===== src/rtl/bcd_counter_multi.sv =====
// bcd_counter_multi: N-digit packed-BCD up/down counter.
//   Synchronous clear, validated parallel load, wrap or saturate at the range limits,
//   registered limit and load-error pulses, and a combinational cascade output.
// Parameters:
//   DIGITS - number of BCD digits (>=1), digit 0 least significant
//   WRAP   - 1: wrap 9..9 <-> 0..0 at the limits, 0: saturate
// Ports:
//   clk      - clock, rising edge
//   reset    - asynchronous active-high reset, clears all state
//   clr      - synchronous clear (highest priority)
//   load     - synchronous parallel load request
//   load_val - packed BCD load value, digit i at [4i+3:4i]
//   en       - count enable, one step per cycle
//   up       - 1 = increment, 0 = decrement
//   Q        - packed BCD count
//   cout     - cascade: a step this cycle would cross a limit
//   lim      - registered pulse: previous edge hit or tried to pass a limit
//   load_err - registered pulse: previous load was rejected
module bcd_counter_multi #(
  parameter int unsigned DIGITS = 4,
  parameter bit          WRAP   = 1'b1
) (
  input  logic                  clk,
  input  logic                  reset,
  input  logic                  clr,
  input  logic                  load,
  input  logic [4*DIGITS-1:0]   load_val,
  input  logic                  en,
  input  logic                  up,
  output logic [4*DIGITS-1:0]   Q,
  output logic                  cout,
  output logic                  lim,
  output logic                  load_err
);

  localparam int unsigned W = 4 * DIGITS;

  logic [W-1:0] q_q, q_d;
  logic         lim_q, lim_d;
  logic         load_err_q, load_err_d;

  logic [W-1:0] inc_val, dec_val;
  logic         all9, all0, load_ok;
  logic         carry, borrow;
  logic [3:0]   digit;

  // Ripple increment/decrement across the digits. At all9 the increment naturally
  // yields all0 and at all0 the decrement yields all9, which is the wrap value.
  always_comb begin
    inc_val = '0;
    dec_val = '0;
    all9    = 1'b1;
    all0    = 1'b1;
    load_ok = 1'b1;
    carry   = 1'b1;
    borrow  = 1'b1;
    digit   = 4'd0;
    for (int unsigned i = 0; i < DIGITS; i++) begin
      digit = q_q[4*i +: 4];
      if (carry) begin
        inc_val[4*i +: 4] = (digit == 4'd9) ? 4'd0 : digit + 4'd1;
      end else begin
        inc_val[4*i +: 4] = digit;
      end
      if (borrow) begin
        dec_val[4*i +: 4] = (digit == 4'd0) ? 4'd9 : digit - 4'd1;
      end else begin
        dec_val[4*i +: 4] = digit;
      end
      carry  = carry & (digit == 4'd9);
      borrow = borrow & (digit == 4'd0);
      all9   = all9 & (digit == 4'd9);
      all0   = all0 & (digit == 4'd0);
      if (load_val[4*i +: 4] > 4'd9) begin
        load_ok = 1'b0;
      end
    end
  end

  // Priority: clr > load > en > hold. Both pulses default low every edge.
  always_comb begin
    q_d        = q_q;
    lim_d      = 1'b0;
    load_err_d = 1'b0;
    if (clr) begin
      q_d = '0;
    end else if (load) begin
      // A rejected load also swallows any count step on this edge.
      if (load_ok) begin
        q_d = load_val;
      end else begin
        load_err_d = 1'b1;
      end
    end else if (en) begin
      if (up) begin
        if (all9) begin
          lim_d = 1'b1;
          q_d   = WRAP ? inc_val : q_q;
        end else begin
          q_d = inc_val;
        end
      end else begin
        if (all0) begin
          lim_d = 1'b1;
          q_d   = WRAP ? dec_val : q_q;
        end else begin
          q_d = dec_val;
        end
      end
    end
  end

  always_ff @(posedge clk or posedge reset) begin
    if (reset) begin
      q_q        <= '0;
      lim_q      <= 1'b0;
      load_err_q <= 1'b0;
    end else begin
      q_q        <= q_d;
      lim_q      <= lim_d;
      load_err_q <= load_err_d;
    end
  end

  assign Q        = q_q;
  assign lim      = lim_q;
  assign load_err = load_err_q;
  assign cout     = en & ~clr & ~load & (up ? all9 : all0);

endmodule

===== config.mk =====
export PLATFORM = sky130hd
export DESIGN_NAME = bcd_counter_multi
export DESIGN_NICKNAME = d
export VERILOG_FILES = /design/src/rtl/bcd_counter_multi.sv
export SDC_FILE = /design/constraint.sdc
export NUM_CORES = 1
export LEC_CHECK = 0
export BUFFER_PORTS_ARGS = -buffer_cell sky130_fd_sc_hd__buf_4
export CORE_UTILIZATION = 49
export CTS_BUF_LIST = sky130_fd_sc_hd__clkbuf_16
export DETAILED_ROUTE_END_ITERATION = 16
export GPL_TIMING_DRIVEN = 1
export MAX_ROUTING_LAYER = met4
export PLACE_DENSITY_LB_ADDON = 0.12
export SLEW_MARGIN = 40
export SYNTH_ARGS = -nofsm -noshare
export SYNTH_HDL_FRONTEND = slang
export SYNTH_SLANG_ARGS = --single-unit

===== constraint.sdc =====
create_clock -name clk -period 2.24 [get_ports clk]
set_input_delay 0.224 -clock clk [delete_from_list [all_inputs] [get_ports clk]]
set_output_delay 0.224 -clock clk [all_outputs]
set_load 0.02 [all_outputs]

==> reports/metrics.csv <==
stage,metric,value,unit
drt,drc,0,
drt,drt_iter0_drc,153,
synthesis,netlist_top_cells_area,"dfrtp_1 (27%), o21ai_0 (4.5%), nand2_1 (4.0%), a21oi_1 (3.6%), mux2_1 (3.4%)",
floorplanning,die_area,3644,um2
global_routing,grt-ovfl-total,0,
drt,dr_total_vias,1733,
sta,hold_violations,0,
synthesis,syn_nets,240,
critical_path,end_kind,primary output,
drt,drtPass1Iterations,4,
synthesis,syn_inst,215,
sta,finalCritPeriodShare,0.9726,
synthesis,synth-async-reset-ratio,1.000,
critical_path,r2r_slack,110,ps
pwr,p_seq_frac,0.316,
placed_design,port-buffer-count,40,
final_layout,layout-drive-gt1-share,0.2640,
critical_path,rr_startpoint,Q[6]$_DFFE_PP0P_,
critical_path,rr_endpoint,Q[14]$_DFFE_PP0P_,
synthesis,syn-cell-area,1669,um2
clock_tree,clk_pin_slew_worst_paths,50,ps
drt,vias_per_cell,5.895,
sta,timing.fmax,459.0,MHz
final_layout,nets,276,
critical_path,cp_max_fo,5,
critical_path,slowest_delay,560,ps
clock_tree,root_buffer,clkbuf_16,
critical_path,crit_chain,or4_4 > nor3_4 > a32oi_4 > a211oi_2 > buf_4,
clock_tree,cts_buffer_depth,2,
synthesis,synth.avg_cell_area,7.763,um2
sta,setup_viol,0,
global_routing,grt_first_pass_wirelength,6.720,mm
pwr,clockPowerShare,0.258,
pwr,leakage,0.0009088,uW
synthesis,yosysWarningCount,0,
synthesis,synth.largest_area_cell,dfrtp_1,
placed_design,gp_congestion,0.8386,
critical_path,start_kind,register,
final_layout,layout_common_cells,"buf_4 (53), nand2_1 (18), dfrtp_1 (17)",
clock_tree,cts_tree,built,
critical_path,ff2ff_path_depth,6,
global_routing,grt_pass1_vias,1458,
synthesis,ys_types,53,
critical_path,crit_arrival,1950,ps
clock_tree,cts_hold_buffers,0,
final_layout,instances_no_fill,294,
pwr,power_density,653.8,nW/um2
final_layout,area_growth,27.89,%
worst_hold_path,hold_path_class,primary input to async pin,
synthesis,yosys.area.top_type_share,0.2699,
synthesis,yosysSeqAreaShare,0.2699,
floorplanning,num_rows,20,
critical_path,crit_required,2020,ps
sta,maxSlewViolCount,0,
sta,max-slew-margin-rel,0.5355,
clock_tree,cts_buffers,3,
drt,routed_wl,4.347,mm
placed_design,dp_cells,287,
flow_run,max-cap-violations,0,
floorplanning,start_util,0.5294,
global_routing,grt_max_degree,22,
drt,drtAntennaViolNets,0,
synthesis,ys_ff_latch,18,
run_status,status,finished clean,
synthesis,ys.flop_type,dfrtp_1,
sta,fin_crit,2179,ps
clock_tree,clkLatencyLatePin,250,ps
sta,hold_ws,86.99,ps
final_layout,layout_commonest_cell,buf_4,
pwr,switching_share,0.3707,
clock_tree,htree_levels,1,
floorplanning,coreArea,3153,um2
pwr,ir_drop,581.6,uV
clock_tree,cts_sinks,18,
final_layout,diodes,0,
critical_path,criticalPathCategory,register to primary output,
synthesis,synth_edf_count,0,
global_routing,antenna_found_initial,0,
pwr,comb_power_share,0.425,
sta,skew,2.219,ps
pwr,p_switching,517.3,uW
floorplanning,die_w,60.37,um
sta,tightest_slew,695.9,ps
floorplanning,io_pins,41,
floorplanning,die-height,60.37,um
drt,post_drt_wl_per_cell,14.79,um
critical_path,cp_slowest_cell,or4_4,
pwr,intPower,878.3,uW
global_routing,grt_usage,0.2522,
placed_design,dp_hpwl,2.982,mm
cells in the mapped netlist, drive strengths merged, types with 4 or more instances:
master,instances
mux2,5
nand3,9
a211oi,6
nand2,18
xnor2,6
clkbuf,14
a21oi,14
nor3,4
o21ai,16
o41ai,5
inv,13
nor2,14
or3,4
buf,8
nor2b,5
dfrtp,18
a221oi,4
layout make-up:
cell class,instances,area (um2)
flip-flops and latches,18,451.7
fillers,298,1018
multi-input cells,162,1102
clock buffers,3,75.07
clock inverters,1,3.754
well taps,44,55.05
repair buffers,53,397.9
inverters,13,48.80
logic make-up after synthesis:
group                      Yosys count  synth area share
AOI/OAI and AO/OA                   72            0.3014
and+or+nand+nor                     72            0.2256
buffers and inverters               35           0.09220
DFF                                 18            0.2699
muxes                                8           0.05172
xor gates and xnor gates             7           0.03673
adders and majority gates            3           0.02249
state kept, by name, summed over array words and instances, names as in the netlist:
register,flops
load_err,1
Q,16
lim,1
metal layers:
layer	routed length, um	track usage	up-vias
met1	2032	0.3437	826
met5	0	-	-
met3	187	0.03838	2
li1	-	-	862
met4	20	0.04651	0
met2	2106	0.4003	43
through the flow:
stage	TNS (ps)	instance area [um2]	utilization	total power (uW)	setup slack, ps
finish	0	2135	0.6770	1396	61.28
global route	-23.21	2135	0.6770	1480	-23.21
CTS	0	2073	0.6575	1371	5.908
detailed placement	0	1994	0.6325	1009	208.8
global placement	0	1994	0.6325	1005	259.3
floorplan	0	1669	-	828.5	36.30
power groups by stage:
| stage | sequential [uW] | clock [uW] | combinational [uW] |
|---|---|---|---|
| final | 442 | 360 | 594 |
| after global routing | 450 | 383 | 647 |
| after CTS | 441 | 365 | 565 |
| after detailed placement | 447 | 0 | 562 |
| after global placement | 446 | 0 | 559 |
| after floorplan | 471 | 0 | 358 |
worst max path at each step:
stage / from / end / slack (ps) / cells after the start
2_1_floorplan: Q[2]$_DFFE_PP0P_ / cout / 40 / 5
3_3_place_gp: Q[5]$_DFFE_PP0P_ / Q[14]$_DFFE_PP0P_ / 260 / 5
3_5_place_dp: Q[5]$_DFFE_PP0P_ / Q[15]$_DFFE_PP0P_ / 210 / 5
4_1_cts: Q[5]$_DFFE_PP0P_ / cout / 6 / 5
5_1_grt: Q[5]$_DFFE_PP0P_ / cout / -20 / 5
6_report: Q[6]$_DFFE_PP0P_ / cout / 60 / 5
worst max-delay path: cells and delay by family, from the launching register on:
family,cells,cell delay (ps)
DFF,1,380
AOI/OAI and AO/OA,2,340
buffers and inverters,1,170
and+or+nand+nor,2,810
timing repair:
item	CTS	global route
gates resized for setup	0	7
hold endpoints to repair	0	0
buffers inserted	0	3
endpoints found under the setup margin	0	1
Power figures use the tool's default switching activity.
